--- config.mk ---
export PLATFORM = sky130hd
export DESIGN_NAME = ex_muldiv
export DESIGN_NICKNAME = d
export VERILOG_FILES = /design/src/rtl/mips_pkg.sv /design/src/rtl/muldiv_step.sv /design/src/rtl/ex_muldiv.sv
export SDC_FILE = /design/constraint.sdc
export NUM_CORES = 1
export LEC_CHECK = 0
export CORE_UTILIZATION = 45
export CTS_CLUSTER_SIZE = 28
export DETAILED_ROUTE_END_ITERATION = 8
export PLACE_DENSITY = 0.66
export SLEW_MARGIN = 0
export SYNTH_ARGS = -nofsm -noshare
export SYNTH_HDL_FRONTEND = slang
export SYNTH_SLANG_ARGS = --single-unit
--- constraint.sdc ---
create_clock -name i_clock -period 6.2 [get_ports i_clock]
set_clock_uncertainty 0.05 [all_clocks]
set_input_delay 0.93 -clock i_clock [delete_from_list [all_inputs] [get_ports i_clock]]
set_output_delay 0.93 -clock i_clock [all_outputs]
set_load 0.02 [all_outputs]
--- src/rtl/mips_pkg.sv ---
// mips_pkg: opcodes, FSM encoding and latency shared by ex_muldiv, the hazard unit and benches.
package mips_pkg;
    localparam int MULDIV_WIDTH   = 32;
    localparam int MULDIV_LATENCY = MULDIV_WIDTH + 2;
    localparam logic [2:0] OP_MULT  = 3'b000;
    localparam logic [2:0] OP_MULTU = 3'b001;
    localparam logic [2:0] OP_DIV   = 3'b010;
    localparam logic [2:0] OP_DIVU  = 3'b011;
    localparam logic [2:0] OP_MTHI  = 3'b100;
    localparam logic [2:0] OP_MTLO  = 3'b101;
    typedef enum logic [1:0] {S_IDLE, S_RUN, S_SIGN} state_e;
endpackage

--- src/rtl/muldiv_step.sv ---
// muldiv_step: one shift-add multiply or restoring-divide iteration on {hi, lo} accumulator.
// The divide path exists only when MULDIV_DIV_EN is defined.
module muldiv_step #(
    parameter int W = 32
) (
`ifdef MULDIV_DIV_EN
    input  logic           mode_i,
`endif
    input  logic [2*W-1:0] acc_i,
    input  logic [W-1:0]   b_i,
    output logic [2*W-1:0] acc_o
);
    logic [W:0] sum;
    assign sum = {1'b0, acc_i[2*W-1:W]} + (acc_i[0] ? {1'b0, b_i} : '0);
`ifdef MULDIV_DIV_EN
    logic [W:0] trial;
    // Trial subtract of the shifted partial remainder; a borrow restores it.
    assign trial = acc_i[2*W-1:W-1] - {1'b0, b_i};
    assign acc_o = !mode_i ? {sum, acc_i[W-1:1]}
                 : trial[W] ? {acc_i[2*W-2:0], 1'b0}
                 : {trial[W-1:0], acc_i[W-2:0], 1'b1};
`else
    assign acc_o = {sum, acc_i[W-1:1]};
`endif
endmodule

--- src/rtl/ex_muldiv.sv ---
// ex_muldiv: iterative MULT/MULTU/DIV/DIVU unit owning HI/LO, stalling the pipe via o_busy.
// Division (DIV/DIVU, o_div_zero) is built only when MULDIV_DIV_EN is defined.
module ex_muldiv #(
    parameter int DATA_WIDTH = 32
) (
    input  logic                  i_clock,
    input  logic                  i_reset,
    input  logic                  i_start,
    input  logic [2:0]            i_op,
    input  logic [DATA_WIDTH-1:0] i_regA,
    input  logic [DATA_WIDTH-1:0] i_regB,
    output logic                  o_busy,
    output logic                  o_done,
    output logic                  o_div_zero,
    output logic [DATA_WIDTH-1:0] o_hi,
    output logic [DATA_WIDTH-1:0] o_lo
);
    import mips_pkg::*;
    localparam int W  = DATA_WIDTH;
    localparam int CW = $clog2(W);
    state_e state_q, state_d;
    logic [CW-1:0] cnt_q, cnt_d;
    logic [2*W-1:0] acc_q, acc_d, step_acc, prod;
    logic [W-1:0] b_q, b_d, hi_q, hi_d, lo_q, lo_d, a_abs, b_abs;
    logic neg_q, neg_d, done_q, done_d;
    logic accept, is_mul, is_div, sgn, div_zero;
`ifdef MULDIV_DIV_EN
    logic mode_q, mode_d, rneg_q, rneg_d, dz_q, dz_d;
    assign is_div = i_op == OP_DIV || i_op == OP_DIVU;
    assign sgn    = i_op == OP_MULT || i_op == OP_DIV;
    assign o_div_zero = dz_q;
`else
    assign is_div = 1'b0;
    assign sgn    = i_op == OP_MULT;
    assign o_div_zero = 1'b0;
`endif
    assign accept   = state_q == S_IDLE && i_start;
    assign is_mul   = i_op == OP_MULT || i_op == OP_MULTU;
    assign div_zero = is_div && i_regB == '0;
    assign a_abs    = sgn && i_regA[W-1] ? -i_regA : i_regA;
    assign b_abs    = sgn && i_regB[W-1] ? -i_regB : i_regB;
    assign prod     = neg_q ? -acc_q : acc_q;
    assign o_busy   = state_q != S_IDLE;
    assign o_done   = done_q;
    assign o_hi     = hi_q;
    assign o_lo     = lo_q;
    muldiv_step #(.W(W)) u_step (
`ifdef MULDIV_DIV_EN
        .mode_i(mode_q),
`endif
        .acc_i(acc_q),
        .b_i(b_q),
        .acc_o(step_acc)
    );
    always_comb begin
        state_d = state_q;
        cnt_d   = cnt_q;
        acc_d   = acc_q;
        b_d     = b_q;
        neg_d   = neg_q;
        hi_d    = hi_q;
        lo_d    = lo_q;
        done_d  = 1'b0;
`ifdef MULDIV_DIV_EN
        mode_d  = mode_q;
        rneg_d  = rneg_q;
        dz_d    = 1'b0;
`endif
        if (accept && (is_mul || (is_div && !div_zero))) begin
            state_d = S_RUN;
            cnt_d   = CW'(W - 1);
            // Multiplier (or dividend) sits in the low half and is consumed one bit per cycle.
            acc_d   = {{W{1'b0}}, is_mul ? b_abs : a_abs};
            b_d     = is_mul ? a_abs : b_abs;
            neg_d   = sgn && (i_regA[W-1] ^ i_regB[W-1]);
`ifdef MULDIV_DIV_EN
            mode_d  = is_div;
            rneg_d  = sgn && i_regA[W-1];
`endif
        end else if (accept) begin
            hi_d   = i_op == OP_MTHI ? i_regA : hi_q;
            lo_d   = i_op == OP_MTLO ? i_regA : lo_q;
            done_d = div_zero;
`ifdef MULDIV_DIV_EN
            dz_d   = div_zero;
`endif
        end else if (state_q == S_RUN) begin
            acc_d   = step_acc;
            cnt_d   = cnt_q - CW'(1);
            state_d = cnt_q == '0 ? S_SIGN : S_RUN;
        end else if (state_q == S_SIGN) begin
            state_d = S_IDLE;
            done_d  = 1'b1;
`ifdef MULDIV_DIV_EN
            hi_d = mode_q ? (rneg_q ? -acc_q[2*W-1:W] : acc_q[2*W-1:W]) : prod[2*W-1:W];
            lo_d = mode_q ? (neg_q ? -acc_q[W-1:0] : acc_q[W-1:0]) : prod[W-1:0];
`else
            hi_d = prod[2*W-1:W];
            lo_d = prod[W-1:0];
`endif
        end
    end
    always_ff @(posedge i_clock) begin
        if (!i_reset) begin
            state_q <= S_IDLE;
            cnt_q   <= '0;
            acc_q   <= '0;
            b_q     <= '0;
            neg_q   <= 1'b0;
            hi_q    <= '0;
            lo_q    <= '0;
            done_q  <= 1'b0;
`ifdef MULDIV_DIV_EN
            mode_q  <= 1'b0;
            rneg_q  <= 1'b0;
            dz_q    <= 1'b0;
`endif
        end else begin
            state_q <= state_d;
            cnt_q   <= cnt_d;
            acc_q   <= acc_d;
            b_q     <= b_d;
            neg_q   <= neg_d;
            hi_q    <= hi_d;
            lo_q    <= lo_d;
            done_q  <= done_d;
`ifdef MULDIV_DIV_EN
            mode_q  <= mode_d;
            rneg_q  <= rneg_d;
            dz_q    <= dz_d;
`endif
        end
    end
endmodule

### Word level (Yosys, flattened, before mapping)

Index checks and enable logic that the tools add are counted.

* register bits: 169
* input bits: 70
* logic and storage cells: 76

* add/sub/neg operators: 5
* equal/unequal tests: 9
* multiplexer cells: 26
* bitwise gates (word level): 4
* reductions and logical operators: 22

Operators by type and width (count)
* two-way mux 32 bit: 16
* two-way mux 64 bit: 1
* negation 32 bit: 2
* negation 64 bit: 1
* adder 32 x 32 -> 33 bit: 1
* two-way mux 5 bit: 3
* AND reduction 2 bit: 4
* AND reduction 4 bit: 2
* nonzero test 2 bit: 4
* equality test 3 bit (second input constant): 2
* two-way mux 2 bit: 3
* != test 2 x 1 -> 1 bit (second input constant): 3
* logical AND 1 bit: 5
* zero test 5 bit: 1
* subtractor 5 x 1 -> 5 bit (second input constant): 1
* OR reduction 4 bit: 1
* equality test 3 x 1 -> 1 bit (second input constant): 1
* zero test 3 bit: 1
* two-way mux 1 bit: 3
* inverter 1 bit: 3
* nonzero test 3 bit: 1
* equality test 2 x 1 -> 1 bit (second input constant): 1
* equality test 2 bit (second input constant): 1
* zero test 2 bit: 1
* other kinds (4): 4

### Logic depth before layout (Yosys ltp)

Gate-level depths: netlist of run 1.

* depth after elaboration: 5
* gate-level depth with buffers: 12
* mapped depth without buffers: 11

### By module

A second synthesis of run 1 with hierarchy kept.

* cell total of the unflattened synthesis: 1557
* area total of the unflattened synthesis: 12030.3 um2

By module, submodules not included
* ex_muldiv: instances 1, cells an instance 1262, area each 9843.2 um2
* muldiv_step: instances 1, cells an instance 295, area each 2187.1 um2

### Least setup slack after synthesis of run 1

Ideal clock, no wire load.

* kind: in2reg
* from: in i_regB[1]
* to: reg acc_q[13]
* setup time: 0.091 ns
* arrival time: 2.875 ns
* data required time: 6.059 ns
* slack: 3.184 ns
* stages on the path: 7
* path buffers: 0
* cell sequence: or4_1 > nor4_1 > nor2b_1 > a21oi_1 > xor2_1 > nor2_1 > a311oi_1

* longest elaborated chain between the ends: 4

RTL lines
* start, declared: RTL line ex_muldiv.sv:11 `input logic [DATA_WIDTH-1:0] i_regB,`
* negation 32 bit: RTL line ex_muldiv.sv:41 `assign b_abs = sgn && i_regB[W-1] ? -i_regB : i_regB;`
* two-way mux 32 bit: RTL line ex_muldiv.sv:41
* two-way mux 32 bit: RTL line ex_muldiv.sv:73 `acc_d = {{W{1'b0}}, is_mul ? b_abs : a_abs};`
* two-way mux 32 bit: RTL line ex_muldiv.sv:69 `if (accept && (is_mul || (is_div && !div_zero))) begin`
* end signal, assigned: RTL line ex_muldiv.sv:107 `acc_q <= '0;`
* end signal, assigned: RTL line ex_muldiv.sv:121 `acc_q <= acc_d;`
* end, declared: RTL line ex_muldiv.sv:23 `logic [2*W-1:0] acc_q, acc_d, step_acc, prod;`

No other way between the ends.
A chain may end at the register's enable or synchronous reset.

### Worst setup path after layout of run 1

* from: in i_start
* to: reg acc_q[29]

* longest elaborated chain between the ends: 4
* elaborated cells between the ends (all ways): 6
* those cells by class: 1 x eq/ne; 1 x mux; 4 x reduce/logical

RTL lines
* start, declared: RTL line ex_muldiv.sv:8 `input logic i_start,`
* logical AND 1 bit (*): RTL line ex_muldiv.sv:37 `assign accept = state_q == S_IDLE && i_start;`
* logical AND 1 bit: RTL line ex_muldiv.sv:69
* != test 2 x 1 -> 1 bit (no line) or nonzero test 2 bit (tied branches)
* AND reduction 2 bit (no line)

Every way passes the cells marked *; elsewhere a longest branch is shown, timed or not.

==> results of run 1 <==
final timing paths:
check                                 to  slack, ns
setup / recovery  acc_q[29]$_SDFFE_PN0P_       2.48
hold / removal      b_q[28]$_SDFFE_PN0P_       0.40
setup reg to reg  acc_q[63]$_SDFFE_PP0P_       2.59
hold reg to reg     b_q[28]$_SDFFE_PN0P_       0.40
logic make-up (layout without fill, tap and decap cells):
kind of cell	after synthesis	in the layout	share of synthesized area
buffers and inverters	128	216	0.0436
AO/OA/AOI/OAI	477	477	0.274
other	1	1	0.000324
XOR/XNOR	136	136	0.103
multiplexers	14	14	0.0121
AND/OR/NAND/NOR	525	525	0.229
flip-flops	169	169	0.293
adder cells (fa/ha/maj)	41	41	0.0450
registers in the layout, indices dropped and copies added (netlist names):
name,flops
acc_q,64
b_q,32
cnt_q,5
neg_q,1
o_done,1
o_hi,32
o_lo,32
state_q,2
per-layer routing:
layer / vias up / GRT usage / wire length (µm)
li1: 5608 / - / -
met1: 5587 / 0.419 / 17500
met2: 548 / 0.473 / 18000
met3: 77 / 0.0437 / 3160
met4: 0 / 0.131 / 1500
met5: - / 0 / 0
power by group through the flow:
| stage | registers, µW | clock network [µW] | logic, µW |
|---|---|---|---|
| 5_1_grt | 1260 | 1120 | 1140 |
| 4_1_cts | 1250 | 1070 | 1040 |
| 3_5_place_dp | 1270 | 0 | 1030 |
| 6_report | 1250 | 1060 | 1060 |
| 2_1_floorplan | 1260 | 0 | 690 |
| 3_3_place_gp | 1270 | 0 | 1030 |
area by class of cell:
type / count / share of cell area
inverter: 33 / 0.00908
timing repair buffer: 151 / 0.108
multi-input combinational: 1194 / 0.564
tap: 330 / 0.0303
clock inverter: 14 / 0.00917
clock buffer: 18 / 0.0322
sequential: 169 / 0.248
worst register-to-register path: cells and delay by family, from the launching register on:
| kind | cells | cell delay [ns] |
|---|---|---|
| AND/OR/NAND/NOR | 2 | 0.41 |
| flip-flops | 1 | 0.31 |
| AO/OA/AOI/OAI | 6 | 1.79 |
| buffers and inverters | 2 | 0.40 |
| adder cells (fa/ha/maj) | 2 | 0.61 |
cell usage after synthesis, types with 17 or more instances:
master | n | area share
nor2_1 | 149 | 0.048
and2_1 | 38 | 0.021
a21o_1 | 17 | 0.011
xnor2_1 | 62 | 0.047
nor3_1 | 32 | 0.014
a22oi_1 | 19 | 0.012
o31ai_1 | 36 | 0.023
inv_1 | 31 | 0.010
a21oi_1 | 123 | 0.053
clkbuf_1 | 82 | 0.027
nand3_1 | 37 | 0.016
ha_1 | 40 | 0.043
nand2_1 | 153 | 0.050
or3_1 | 17 | 0.0092
a211oi_1 | 36 | 0.023
o41ai_1 | 17 | 0.013
xor2_1 | 74 | 0.056
dfxtp_1 | 169 | 0.29
o21ai_0 | 99 | 0.043
metrics by stage:
stage                     power (µW)  utilization  hold WS [ns]  cell area [µm²]
after CTS                       3350        0.542         0.401            13600
after global routing            3520        0.542         0.431            13600
after global placement          2300        0.519         0.376            13100
final                           3370        0.542         0.397            13600
after detailed placement        2310        0.519         0.384            13100
after floorplan                 1950            -         0.367            11600
==> flow_metrics.py, run 1 <==
metrics = {
    "synthesis": {
        "ys_async_sr_fraction": 0,
        "synth_seq_cells": 169,
        "syn_inst": 1491,
        "yosys_warnings": 0,
        "syn_area_um2": 11600,
        "seq_area_frac_synth": 0.293,
        "synth-edff-count": 0,
        "ys_types": 91,
        "avgSynthCellArea_um2": 7.75,
        "synth_nets": 1602,
        "synth_ff_type": "dfxtp_1",
    },
    "worst_setup_path": {
        "end_kind": "flip-flop",
        "crit_start": "i_start",
        "required_ns": 6.53,
        "worst-path-buf-inv": 2,
        "cp-start-kind": "primary input",
        "crit_chain": "clkdlybuf4s50_1, nand2_2, nor3_2, buf_4, nand2_1, or4_1, nand3_1",
        "critPathSlowestCell": "or4_1",
        "cp_num_cells": 7,
        "cp_slowest_stage_delay_ns": 0.70,
        "crit_family": "simple AND/OR/NAND/NOR gates",
        "critPathArrivalTime_ns": 4.06,
        "worst-r2r-cell-count": 12,
        "crit_type": "primary input to flip-flop",
        "worstPathMaxFanout": 55,
        "regToRegStartpoint": "acc_q[0]$_SDFFE_PN0P_",
    },
    "sta": {
        "fin_crit_sh": 0.600,
        "slew_violations": 0,
        "clock.fmax_ghz": 0.269,
        "totalNegativeSetupSlack_ns": 0,
        "setup_viol": 0,
        "slew_headroom": 0.226,
        "setup_ws_ns": 2.48,
        "hold_viol": 0,
        "rsz0062_at_grt": "false",
        "tightest_slew_ns": 1.16,
        "fin_crit_ns": 3.72,
    },
    "detailed_routing": {
        "route.detailed.drc": 0,
        "drt_pass1_iterations": 6,
        "wl_per_cell_um": 21.0,
        "viasPerCell": 6.19,
        "wl_um": 40200,
        "drtIter0Drc": 1223,
        "ant_nets": 0,
        "via_count": 11800,
    },
    "pwr": {
        "sequentialPowerShare": 0.371,
        "switching_share": 0.390,
        "power_frac_clock": 0.315,
        "p_comb_frac": 0.314,
        "switching_power_uw": 1320,
        "vdd_drop_max_v": 0.000203,
        "p_int_uw": 2060,
        "p_leak_uw": 0.00497,
        "p_per_area_nw_per_um2": 247,
    },
    "floorplan": {
        "die_h_um": 162,
        "die_x_um": 162,
        "initial_core_util": 0.459,
        "die-area_um2": 26300,
        "rows": 58,
        "coreArea_um2": 25200,
        "io-pin-count": 137,
    },
    "min_path": {
        "hp-start": "b_q[28]$_SDFFE_PN0P_",
        "hold_path_class": "flip-flop to flip-flop",
        "holdPathStages": 2,
    },
    "layout": {
        "final_cell_mix": "dfxtp_1 (168), nand2_1 (151), nor2_1 (148)",
        "layout.cells.most_common": "dfxtp_1",
        "drive_gt1_frac": 0.0621,
        "diodes": 0,
        "fin_cells": 1909,
        "ff_latch_area_um2": 3380,
        "syn_to_final_growth_pct": 18.0,
        "final.fill_count": 2446,
        "multi_input_area_um2": 7690,
        "final_net_count": 1677,
    },
    "place": {
        "place_inst": 1877,
        "gp_congestion": 0.910,
        "dp_hpwl_um": 30100,
        "dpl_worst_slack_ns": 2.12,
        "io_buffers": 135,
    },
    "global_route": {
        "grt_max_degree": 59,
        "grt_usage": 0.305,
        "overflow": 0,
        "grt_pass1_wl_um": 61800,
        "antenna_found_initial": 0,
        "first_global_vias": 10800,
    },
    "clocking": {
        "cts_resized": 0,
        "clock_latency_ns": 0.44,
        "cts_tree": "done",
        "h-tree-depth": 4,
        "postCtsSetupBuffers": 0,
        "path_clk_slew_ns": 0.07,
        "cts_root_buf": "clkbuf_16",
        "postCtsHoldBufs": 0,
        "clkSinkCount": 169,
        "cts_buffers": 17,
        "cts_max_path_buffers": 2,
    },
    "run": {
        "drv_cap": 0,
    },
    "status": {
        "outcome": "finished clean",
    },
}
(Power assumes the default switching activity.)
==> run 2: changes to the inputs <==
--- a/config.mk
+++ b/config.mk
@@ -8,7 +8,7 @@
 export CORE_UTILIZATION = 45
 export CTS_CLUSTER_SIZE = 28
 export DETAILED_ROUTE_END_ITERATION = 8
-export PLACE_DENSITY = 0.66
+export PLACE_DENSITY = 0.69
 export SLEW_MARGIN = 0
 export SYNTH_ARGS = -nofsm -noshare
 export SYNTH_HDL_FRONTEND = slang
==> constraint.sdc (replaced) <==
create_clock -name i_clock -period 3.1 [get_ports i_clock]
set_clock_uncertainty 0.05 [all_clocks]
set_input_delay 0.465 -clock i_clock [delete_from_list [all_inputs] [get_ports i_clock]]
set_output_delay 0.465 -clock i_clock [all_outputs]
set_load 0.02 [all_outputs]
==> run 2 against run 1 <==
Register-to-register slack lost 2.5 ns. Non-clock buffer count increased by 100. Final cell count grew 5.2%. Worst setup slack got worse by 2.4 ns. Critical path depth up 1. Count of clock-buffer cells in the layout shrank 1. Total power rose by 110%. First-iteration DRC count grew 2.5%. Sequential power up 98%. Critical path type is now flip-flop to flip-flop. Largest power group unchanged. Highest routed layer unchanged.
==> flow_metrics.py, run 2 (synthesis results as in run 1) <==
metrics = {
    "worst_setup_path": {
        "cp-start-kind": "flip-flop",
        "regToRegStartpoint": "acc_q[5]$_SDFFE_PN0P_",
        "crit_family": "simple AND/OR/NAND/NOR gates",
        "cp_slowest_stage_delay_ns": 0.62,
        "worst-r2r-cell-count": 8,
        "r2r-end": "o_hi[4]$_SDFFE_PN0P_",
        "required_ns": 3.38,
        "worst-path-buf-inv": 1,
        "worstPathMaxFanout": 11,
        "critPathSlowestCell": "or4_4",
        "crit_type": "flip-flop to flip-flop",
        "crit_chain": "or4_4, nor4b_4, buf_4, nand4_1, o41a_1, xor2_1, nor2_1, o41ai_1",
        "critPathArrivalTime_ns": 3.27,
        "r2r_setup_slack_ns": 0.11,
        "end_kind": "flip-flop",
    },
    "global_route": {
        "grt_pass1_wl_um": 62100,
        "antenna_found_initial": 0,
        "overflow": 0,
        "first_global_vias": 11300,
        "grt_max_degree": 56,
        "grt_usage": 0.303,
    },
    "place": {
        "io_buffers": 135,
        "dp_hpwl_um": 30900,
        "gp_congestion": 0.937,
    },
    "run": {
        "drv_cap": 0,
    },
    "layout": {
        "final_net_count": 1777,
        "drive_gt1_frac": 0.123,
        "final_cell_mix": "dfxtp_1 (167), nand2_1 (151), nor2_1 (148)",
        "fin_util": 0.575,
        "diodes": 0,
        "top_register": "acc_q",
        "layout.cells.most_common": "dfxtp_1",
        "syn_to_final_growth_pct": 25.2,
        "largest_reg_flops": 64,
    },
    "min_path": {
        "hp-start": "o_lo[21]$_SDFFE_PN0P_",
        "holdPathStages": 2,
        "hold_path_class": "flip-flop to flip-flop",
        "hold_path_end": "o_lo[21]$_SDFFE_PN0P_",
    },
    "sta": {
        "totalNegativeSetupSlack_ns": 0,
        "tightest_slew_ns": 1.23,
        "rsz0062_at_grt": "false",
        "hold_viol": 0,
        "fin_crit_sh": 0.964,
        "fin_crit_ns": 2.99,
        "clock.fmax_ghz": 0.335,
        "slew_violations": 0,
        "setup_viol": 0,
        "slew_headroom": 0.174,
    },
    "clocking": {
        "clkSinkCount": 169,
        "cts_buffers": 17,
        "postCtsHoldBufs": 0,
        "path_clk_slew_ns": 0.07,
        "clock_latency_ns": 0.44,
        "cts_max_path_buffers": 2,
        "cts_root_buf": "clkbuf_16",
        "h-tree-depth": 4,
        "cts_tree": "done",
    },
    "pwr": {
        "p_leak_uw": 0.00551,
        "vdd_drop_max_v": 0.000420,
        "p_per_area_nw_per_um2": 480,
    },
    "detailed_routing": {
        "drt_pass1_iterations": 6,
        "viasPerCell": 6.12,
        "wl_per_cell_um": 20.2,
        "drtIter0Drc": 1253,
        "wl_um": 40500,
        "via_count": 12300,
        "route.detailed.drc": 0,
        "ant_nets": 0,
    },
    "floorplan": {
        "die-area_um2": 26300,
        "initial_core_util": 0.459,
        "coreArea_um2": 25200,
        "rows": 58,
        "die_x_um": 162,
        "die_h_um": 162,
        "io-pin-count": 137,
    },
    "status": {
        "outcome": "finished clean",
    },
}
==> run 2: worst max-delay path by stage <==
stage | depth (start not counted) | from | endpoint
2_1_floorplan | 12 | acc_q[0]$_SDFFE_PN0P_ | acc_q[61]$_SDFFE_PP0P_
6_report | 8 | acc_q[5]$_SDFFE_PN0P_ | o_hi[4]$_SDFFE_PN0P_
4_1_cts | 10 | acc_q[0]$_SDFFE_PN0P_ | o_hi[10]$_SDFFE_PN0P_
3_3_place_gp | 8 | i_regA[10] | b_q[26]$_SDFFE_PN0P_
3_5_place_dp | 7 | i_regA[10] | b_q[20]$_SDFFE_PN0P_
5_1_grt | 7 | acc_q[23]$_SDFFE_PN0P_ | o_hi[4]$_SDFFE_PN0P_
==> run 2: cell type report <==
class | count | area (µm²)
clock buffers | 17 | 425
clock inverters | 14 | 125
fillers | 2315 | 10700
inverters | 33 | 124
multi-input cells | 1194 | 7760
flip-flops and latches | 169 | 3390
well taps | 330 | 413
repair buffers | 251 | 2240
==> run 2: routing by layer <==
metal  vias to the layer above  track usage  wire length [µm]
met5                         -            0                 0
met4                         0        0.159              2140
met3                       125       0.0460              3070
met2                       624        0.476             18200
met1                      5749        0.401             17200
li1                       5793            -                 -
==> run 2: stage by stage <==
step | setup slack [ns] | hold WS (ns) | instance area [µm²] | instances | power, µW
final | 0.112 | 0.406 | 14500 | 2008 | 6950
after global routing | 0.00718 | 0.436 | 14500 | 2008 | 7220
after CTS | 0.0801 | 0.404 | 14400 | 2003 | 6830
after detailed placement | 0.0170 | 0.390 | 13800 | 1972 | 4740
after global placement | 0.0382 | 0.384 | 13800 | 1972 | 4720
after floorplan | 0.231 | 0.367 | 11600 | 1491 | 3910
==> run 2: power by group <==
group	internal [µW]	total [µW]	switching, µW
sequential	2320	2470	151
clock	1060	2100	1040
combinational	867	2380	1510
total	4250	6950	2700
==> run 2: repair_timing <==
item                                    CTS  global route
resized for setup                         1            15
endpoints found under the setup margin    2            19
pin swaps                                 0             2
setup buffers                             0             5
==> run 2: tightest hold or removal path: cells and delay by family (launching register included) <==
kind,cells,cell delay [ns]
AO/OA/AOI/OAI,1,0.05
flip-flops,1,0.31
AND/OR/NAND/NOR,1,0.05
==> run 3: changes to the inputs <==
--- a/config.mk
+++ b/config.mk
@@ -5,10 +5,10 @@
 export SDC_FILE = /design/constraint.sdc
 export NUM_CORES = 1
 export LEC_CHECK = 0
-export CORE_UTILIZATION = 45
+export CORE_UTILIZATION = 52
 export CTS_CLUSTER_SIZE = 28
 export DETAILED_ROUTE_END_ITERATION = 8
-export PLACE_DENSITY = 0.69
+export PLACE_DENSITY = 0.78
 export SLEW_MARGIN = 0
 export SYNTH_ARGS = -nofsm -noshare
 export SYNTH_HDL_FRONTEND = slang
==> run 3 against run 2 <==
Sequential cell count did not move. Core utilization rose by 8.1 points. Hold slack got worse by 0.0063 ns. Die area fell by 13%. Total power fell by 1.4%. Combinational power fell by 3%. Via count rose by 0.56%. Global-route usage rose by 5.3 points. Fmax rose by 1.4%. Count of clock-buffer cells in the layout rose by 1. Final cell count fell by 3.1%. Routed wire length fell by 1.4%. Highest routed layer unchanged.
==> flow_metrics.py, run 3 (synthesis results as in run 1) <==
metrics = {
    "layout": {
        "fin_util": 0.655,
        "syn_to_final_growth_pct": 23.7,
        "drive_gt1_frac": 0.112,
        "top_register": "acc_q",
        "layout.cells.most_common": "dfxtp_1",
        "multi_input_area_um2": 7700,
        "final_cell_mix": "dfxtp_1 (168), nand2_1 (151), nor2_1 (148)",
        "ff_latch_area_um2": 3380,
        "largest_reg_flops": 64,
        "final_net_count": 1765,
        "diodes": 0,
        "final.fill_count": 1836,
        "fin_cells": 1946,
    },
    "place": {
        "dp_hpwl_um": 30200,
        "place_inst": 1915,
        "gp_congestion": 0.968,
        "io_buffers": 135,
    },
    "pwr": {
        "switching_power_uw": 2630,
        "p_per_area_nw_per_um2": 479,
        "fin_total_pwr_uw": 6850,
        "p_leak_uw": 0.00544,
        "p_int_uw": 4220,
        "switching_share": 0.384,
        "power_frac_clock": 0.299,
        "p_comb_frac": 0.339,
        "sequentialPowerShare": 0.362,
        "vdd_drop_max_v": 0.000345,
    },
    "detailed_routing": {
        "wl_um": 39900,
        "route.detailed.drc": 0,
        "ant_nets": 0,
        "drt_pass1_iterations": 6,
        "via_count": 12400,
        "viasPerCell": 6.35,
        "wl_per_cell_um": 20.5,
        "drtIter0Drc": 1201,
    },
    "sta": {
        "fin_crit_ns": 2.95,
        "setup_viol": 0,
        "rsz0062_at_grt": "false",
        "slew_headroom": 0.204,
        "hold_viol": 0,
        "totalNegativeSetupSlack_ns": 0,
        "clock.fmax_ghz": 0.339,
        "slew_violations": 0,
        "fin_crit_sh": 0.951,
        "tightest_slew_ns": 1.19,
    },
    "worst_setup_path": {
        "worstPathMaxFanout": 9,
        "cp-start-kind": "flip-flop",
        "r2r_setup_slack_ns": 0.15,
        "required_ns": 3.38,
        "crit_chain": "buf_12, buf_4, and2_1, ha_1, buf_4, a21oi_1, o21ai_0, a221o_1, a21o_1, a21boi_0, xnor2_1, o21ai_0",
        "cp_slowest_stage_delay_ns": 0.36,
        "end_kind": "flip-flop",
        "critPathArrivalTime_ns": 3.22,
        "crit_type": "flip-flop to flip-flop",
        "critPathSlowestCell": "dfxtp_1",
    },
    "clocking": {
        "cts_tree": "done",
        "cts_root_buf": "clkbuf_16",
        "h-tree-depth": 4,
        "cts_buffers": 17,
        "cts_max_path_buffers": 2,
        "path_clk_slew_ns": 0.07,
        "clkSinkCount": 169,
        "cts_resized": 0,
        "postCtsSetupBuffers": 0,
        "clock_latency_ns": 0.44,
        "postCtsHoldBufs": 0,
    },
    "run": {
        "drv_cap": 0,
    },
    "floorplan": {
        "die_h_um": 151,
        "coreArea_um2": 21800,
        "initial_core_util": 0.530,
        "die-area_um2": 22800,
        "rows": 54,
        "die_x_um": 151,
        "io-pin-count": 137,
    },
    "min_path": {
        "hold_path_class": "flip-flop to flip-flop",
    },
    "global_route": {
        "grt_pass1_wl_um": 62500,
        "overflow": 0,
        "antenna_found_initial": 0,
        "grt_usage": 0.356,
        "first_global_vias": 11600,
        "grt_max_degree": 85,
    },
    "status": {
        "outcome": "finished clean",
    },
}
-- run 3: cell types whose count changed in the layout (fill, tap and decap cells not counted), moves of 2 or more --
cell	previous run	this run
buf_4	114	99
clkinvlp_4	1	5
inv_6	9	5
buf_12	2	5
o41ai_1	14	17
o41ai_2	8	5
clkinv_4	0	2
inv_8	3	1
-- run 3: final cells by class --
cell class                      count  share of cell area
Multi-Input combinational cell   1194               0.539
Timing Repair Buffer              239               0.153
Sequential cell                   169               0.237
Tap cell                          280              0.0245
Clock inverter                     13             0.00770
Clock buffer                       18              0.0307
Inverter                           33             0.00866
-- run 3: final timing paths --
kind              depth (start not counted)                     end             startpoint
hold / removal                            2    b_q[20]$_SDFFE_PN0P_   b_q[20]$_SDFFE_PN0P_
setup reg to reg                         12  acc_q[58]$_SDFFE_PP0P_  acc_q[0]$_SDFFE_PN0P_
hold reg to reg                           2    b_q[20]$_SDFFE_PN0P_   b_q[20]$_SDFFE_PN0P_
setup / recovery                         12  acc_q[58]$_SDFFE_PP0P_  acc_q[0]$_SDFFE_PN0P_
-- run 3: metal layers --
metal  up-vias  GRT usage  part of all wire
met5         -          0                 0
met4         0      0.195             0.054
met3       137     0.0554             0.089
met2       699      0.559              0.44
met1      5739      0.468              0.41
li1       5785          -                 -
-- run 3: per-stage QoR --
stage | setup WS [ns] | hold slack (ns) | area, µm²
after floorplan | 0.231 | 0.367 | 11600
after global placement | 0.0969 | 0.378 | 13700
after detailed placement | 0.0776 | 0.391 | 13700
after CTS | 0.100 | 0.392 | 14300
after global routing | 0.00188 | 0.407 | 14300
final | 0.153 | 0.400 | 14300
-- run 3: power groups by stage --
stage	combinational (µW)	sequential (µW)	clock, µW
floorplan	1380	2530	0
global placement	2200	2520	0
detailed placement	2230	2520	0
CTS	2240	2470	2060
global route	2470	2490	2140
finish	2320	2480	2040
-- run 3: critical path, delay by kind of cell (launching register included) --
family,cells,cell delay [ns]
buffers and inverters,3,0.47
adders and majority gates,1,0.31
AOI/OAI and AO/OA,6,1.34
DFF,1,0.36
and+or+nand+nor,1,0.15
xor gates and xnor gates,1,0.15
